`src/rtl/param_barrel_shifter.sv`:
```
`default_nettype none
// ============================================================================
// Module   : param_barrel_shifter
// Purpose  : WIDTH-bit data register with parallel load, logical left/right,
//            arithmetic right and rotate left/right. Commands arrive over a
//            valid/ready handshake; a shift of N bits advances at most
//            MAX_STEP bits per clock, so long shifts span several cycles
//            while o_busy is high.
// Ports    : clk          rising-edge clock
//            rst          asynchronous reset, active-high
//            i_cmd_valid  command present
//            o_cmd_ready  command can be accepted (state IDLE)
//            i_cmd_op     0=LOAD 1=LSL 2=LSR 3=ASR 4=ROL 5=ROR 6/7=NOP
//            i_cmd_amt    shift amount 0..WIDTH-1 (ignored for LOAD)
//            i_inbit      fill bit for LSL/LSR, captured at accept
//            i_in         parallel load data
//            o_out        data register
//            o_busy       multi-cycle shift in progress (state RUN)
//            o_done       one-cycle pulse when a command completes
// Revision : 1.0 - initial release
// ============================================================================
module param_barrel_shifter #(
  parameter  int WIDTH    = 8,
  parameter  int MAX_STEP = 2,
  localparam int SHW      = $clog2(WIDTH)
) (
  input  logic             clk,
  input  logic             rst,
  input  logic             i_cmd_valid,
  output logic             o_cmd_ready,
  input  logic [2:0]       i_cmd_op,
  input  logic [SHW-1:0]   i_cmd_amt,
  input  logic             i_inbit,
  input  logic [WIDTH-1:0] i_in,
  output logic [WIDTH-1:0] o_out,
  output logic             o_busy,
  output logic             o_done
);

  localparam logic [2:0] c_OP_LOAD = 3'd0;
  localparam logic [2:0] c_OP_LSL  = 3'd1;
  localparam logic [2:0] c_OP_LSR  = 3'd2;
  localparam logic [2:0] c_OP_ASR  = 3'd3;
  localparam logic [2:0] c_OP_ROL  = 3'd4;
  localparam logic [2:0] c_OP_ROR  = 3'd5;

  localparam logic [SHW-1:0] c_MAX_STEP  = SHW'(MAX_STEP);
  localparam logic [SHW:0]   c_WIDTH_EXT = (SHW+1)'(WIDTH);
  localparam logic [WIDTH-1:0] c_ONES    = {WIDTH{1'b1}};

  typedef enum logic [0:0] {
    S_IDLE = 1'b0,
    S_RUN  = 1'b1
  } state_t;

  state_t           r_state;
  logic [WIDTH-1:0] r_out;
  logic [SHW-1:0]   r_rem;
  logic [2:0]       r_op;
  logic             r_fill;
  logic             r_done;

  logic             w_idle;
  logic             w_is_shift;
  logic [SHW-1:0]   w_src_amt;
  logic [SHW-1:0]   w_step;
  logic [2:0]       w_step_op;
  logic             w_step_fill;
  logic [SHW:0]     w_rot_amt;
  logic [WIDTH-1:0] w_shifted;

  assign w_idle     = (r_state == S_IDLE);
  assign w_is_shift = (i_cmd_op inside {c_OP_LSL, c_OP_LSR, c_OP_ASR, c_OP_ROL, c_OP_ROR});

  // In IDLE the step is taken straight from the incoming command so the
  // accept edge already performs the first step; in RUN the captured
  // copies drive it so later changes on the inputs cannot disturb it.
  assign w_src_amt   = w_idle ? i_cmd_amt : r_rem;
  assign w_step      = (w_src_amt > c_MAX_STEP) ? c_MAX_STEP : w_src_amt;
  assign w_step_op   = w_idle ? i_cmd_op  : r_op;
  assign w_step_fill = w_idle ? i_inbit   : r_fill;

  // Complementary shift for rotates; the step is never 0 when a rotate is
  // actually applied, so this stays within 1..WIDTH-1.
  assign w_rot_amt = c_WIDTH_EXT - {1'b0, w_step};

  always_comb begin
    w_shifted = r_out;
    case (w_step_op)
      c_OP_LSL: w_shifted = (r_out << w_step) | (w_step_fill ? ~(c_ONES << w_step) : '0);
      c_OP_LSR: w_shifted = (r_out >> w_step) | (w_step_fill ? ~(c_ONES >> w_step) : '0);
      c_OP_ASR: w_shifted = WIDTH'($signed(r_out) >>> w_step);
      c_OP_ROL: w_shifted = (r_out << w_step) | (r_out >> w_rot_amt);
      c_OP_ROR: w_shifted = (r_out >> w_step) | (r_out << w_rot_amt);
      default:  w_shifted = r_out;
    endcase
  end

  always_ff @(posedge clk or posedge rst) begin
    if (rst) begin
      r_state <= S_IDLE;
      r_out   <= '0;
      r_rem   <= '0;
      r_op    <= '0;
      r_fill  <= 1'b0;
      r_done  <= 1'b0;
    end else begin
      r_done <= 1'b0;
      case (r_state)
        S_IDLE: begin
          if (i_cmd_valid) begin
            if (i_cmd_op == c_OP_LOAD) begin
              r_out  <= i_in;
              r_done <= 1'b1;
            end else if (!w_is_shift || (i_cmd_amt == '0)) begin
              // Reserved op or zero-length shift: completes with no change.
              r_done <= 1'b1;
            end else begin
              r_op   <= i_cmd_op;
              r_fill <= i_inbit;
              r_out  <= w_shifted;
              r_rem  <= i_cmd_amt - w_step;
              if (i_cmd_amt == w_step) begin
                r_done <= 1'b1;
              end else begin
                r_state <= S_RUN;
              end
            end
          end
        end
        S_RUN: begin
          r_out <= w_shifted;
          r_rem <= r_rem - w_step;
          if (r_rem == w_step) begin
            r_done  <= 1'b1;
            r_state <= S_IDLE;
          end
        end
        default: r_state <= S_IDLE;
      endcase
    end
  end

  assign o_cmd_ready = w_idle;
  assign o_busy      = (r_state == S_RUN);
  assign o_done      = r_done;
  assign o_out       = r_out;

endmodule
`default_nettype wire
```
`config.mk`:
```
export PLATFORM = sky130hd
export DESIGN_NAME = param_barrel_shifter
export DESIGN_NICKNAME = d
export VERILOG_FILES = /design/src/rtl/param_barrel_shifter.sv
export SDC_FILE = /design/constraint.sdc
export NUM_CORES = 1
export LEC_CHECK = 0
export ABC_AREA = 1
export CORE_MARGIN = 2
export CORE_UTILIZATION = 40
export CTS_CLUSTER_DIAMETER = 100
export DETAILED_ROUTE_END_ITERATION = 8
export PLACE_DENSITY = 0.67
export SYNTH_ARGS = -nofsm -noshare
export SYNTH_HDL_FRONTEND = slang
export SYNTH_SLANG_ARGS = --single-unit
```
`constraint.sdc`:
```
create_clock -name clk -period 3.6 [get_ports clk]
set_input_delay 0.54 -clock clk [delete_from_list [all_inputs] [get_ports clk]]
set_output_delay 0.54 -clock clk [all_outputs]
set_load 0.03 [all_outputs]
```
==> flow_summary.ini <==
[routing]
met3_length_um = 418
post_drt_wl_per_cell_um = 14.53
dr.pass1.iters = 5
routed.top_layer = met4
drt-total-wl_um = 6974
via_count = 2522
wl_met1_um = 3438
drc = 0
drtIter0Drc = 315
ant_nets = 0
via_per_inst = 5.254
wl_met2_um = 3048

[worst_setup_path]
crit_arrival_ps = 3160
end_kind = register
reg2reg_slack_ps = 700
crit_fanout = 19
crit_type = input pin to register
cp-start-kind = input pin
cp-startpoint = i_cmd_amt[1]
worstSetupEndpoint = o_out[7]
worstReg2RegStart = o_busy
crit_required_ps = 3800
r2r_end = o_out[7]
r2r_cells = 14

[placement]
placed_cell_area_um2 = 2576
pre_cts_slack_ps = 388.1
gp_congestion = 1.018
portBuffers = 28
dpl.hpwl_um = 5473

[global_route]
grt_pass1_wl_um = 11550
overflow = 0
grt_max_degree = 20
track_usage = 0.2340
grt_pass1_vias = 2360
antenna_found_initial = 0

[timing]
whs_ps = 517.5
setup_viol = 0
fin_crit_sh = 0.8228
slew_headroom = 0.5027
min_period_ps = 2962
worst_pin_slew_ps = 745.1
worst_slack_ps = 638.0
drv_slew = 0
hold_violations = 0
finalClockSkew_ps = 5.634
rsz0062_at_grt = false
fmax_ghz = 0.3376
tns_ps = 0

[logic_synthesis]
synth_enable_flop_cells = 0
synth_cell_types = 36
yosys_register_bits = 17
synth_compound_area_frac = 0.1133
synth_ff_type = dfrtp_1
synthSimpleGateAreaFrac = 0.5123
netlist_instances = 381
synth.largest_area_cell = nand2_1
yosysWarnings = 0
synth_fp_nets = 409
synth_xor_area_frac = 0.003906
synth_area_um2 = 2242
synth_area_per_cell_um2 = 5.885
yosysMostFrequentCell = nand2_1
netlist_top_cells_area = nand2_1 (21%), dfrtp_1 (19%), nand3_1 (14%)
yosys.area.top_type_share = 0.2076
synth_fa_ha_area_frac = 0.06250
synthTopCellsByCount = nand2_1 (124), nand3_1 (62), inv_1 (39), nor2_1 (34), dfrtp_1 (17)
muxShareOfSynthArea = 0
synth-async-reset-ratio = 1.000
synth_top_family_by_area = simple AND/OR/NAND/NOR gates
ys_seq_area_frac = 0.1897

[floorplan]
die_h_um = 78.87
pin_count = 29
rows = 27
core_area_um2 = 5473
start_util = 0.4097
die-area_um2 = 6220
die_width_um = 78.87

[clock_network]
cts_buffer_depth = 2
cts_root_buf = clkbuf_8
clk_pin_slew_ps = 80
ctsHoldBuffers = 0
clock_sinks = 17
cts_setup_buffers = 0
post_cts_resized = 0
numCtsBuffers = 3
htreeDepth = 1
cts_tree = done
clk_latency_ps = 260

[power]
combPwrFrac = 0.805
p_int_w = 0.001142
p_sw_frac = 0.6062
p_per_area_nw_per_um2 = 1106
p_clk_frac = 0.054
switchingPower_w = 0.001758
p_seq_frac = 0.141
ir_drop_uv = 428.8
leakage_nw = 1.349
p_total_w = 0.002900

[worst_hold_path]
worstHoldPathCells = 2
hold_path_class = register to register

[layout]
n_fill_cell = 608
antenna_cells = 0
final_area_um2 = 2623
regArea_um2 = 425.4
fin_nets = 437
areaGrowthSynthToFinish_pct = 16.96
drive_gt1_frac = 0.1078
multi_input_area_um2 = 1559

[flow_run]
maxCapViolations = 0

[outcome]
status = complete, no violations
-- per-layer routing --
metal / up-vias / global-route usage
met1: 1143 / 0.3502
li1: 1277 / -
met5: - / 0
met4: 0 / 0.05517
met2: 96 / 0.3590
met3: 6 / 0.02727
-- layout by cell type, fill, tap and decap left out, types with 2 or more instances in the layout --
master           synthesis  final
nor2_1                  34     34
o21ai_0                 14     14
o31ai_1                  2      2
o21ai_2                  3      3
ha_1                     8      8
o211ai_1                 2      2
clkbuf_8                 0      3
nand3_2                  2      2
inv_2                    6      6
clkdlybuf4s50_1          0     28
nor2_2                   3      3
fa_1                     2      2
nand2_2                 12     12
dfrtp_1                 17     17
conb_1                   2      2
inv_1                   39     39
nand2_4                  4      4
buf_4                    1      7
nand2_1                124    124
a31oi_1                  3      3
o21ai_1                  5      5
a21oi_1                 12     12
nor3_1                   2      2
nand3b_1                 2      2
nand3_1                 62     62
-- state kept, by name, indices dropped and copies added, names as in the netlist --
| register | cells |
|---|---|
| o_done | 1 |
| r_op | 3 |
| o_out | 8 |
| r_fill | 1 |
| r_rem | 3 |
| o_busy | 1 |
-- final cells by class --
type | count | area share
clock buffer | 3 | 0.01574
clock inverter | 1 | 0.001908
inverter | 45 | 0.06441
multi-input combinational | 307 | 0.5945
sequential | 17 | 0.1622
tap | 72 | 0.03435
timing repair buffer | 35 | 0.1269
-- worst max-delay path: stages --
cell,delay [ps]
clkdlybuf4s50_1,470
nor2_1,200
nand2_2,100
nand2_4,220
buf_4,260
ha_1,190
ha_1,330
buf_4,210
nor2_8,160
nand2_2,60
a21oi_1,190
nor2_1,60
nand2_1,80
nand2_1,50
nand2_1,60
-- kinds of logic (layout without fill, tap and decap cells) --
family          after synthesis  in the layout
fa+ha+maj                    10             10
compound gates               44             44
flops                        17             17
other cells                   2              2
simple gates                250            250
xor+xnor                      1              1
buf+inv                      57             84
-- per-stage QoR --
step           cells    util
2_1_floorplan    381       -
3_3_place_gp     476  0.4707
3_5_place_dp     476  0.4707
4_1_cts          480  0.4792
5_1_grt          480  0.4792
6_report         480  0.4792
-- how the worst min path moves through the flow --
stage | startpoint | end | slack [ps]
6_report | o_out[2] | o_out[2] | 520
5_1_grt | o_out[2] | o_out[2] | 560
4_1_cts | o_out[2] | o_out[2] | 530
3_5_place_dp | o_out[2] | o_out[2] | 510
3_3_place_gp | r_fill | r_fill | 500
2_1_floorplan | rst | o_busy | 470
-- power by group through the flow --
stage          registers, W  clock network [W]  logic, W
6_report           0.000408           0.000157   0.00233
5_1_grt            0.000423           0.000165   0.00261
4_1_cts            0.000406           0.000159   0.00229
3_5_place_dp       0.000410                  0   0.00228
3_3_place_gp       0.000408                  0   0.00229
2_1_floorplan      0.000485                  0   0.00164
No activity file was read; power rests on OpenSTA's default activity.
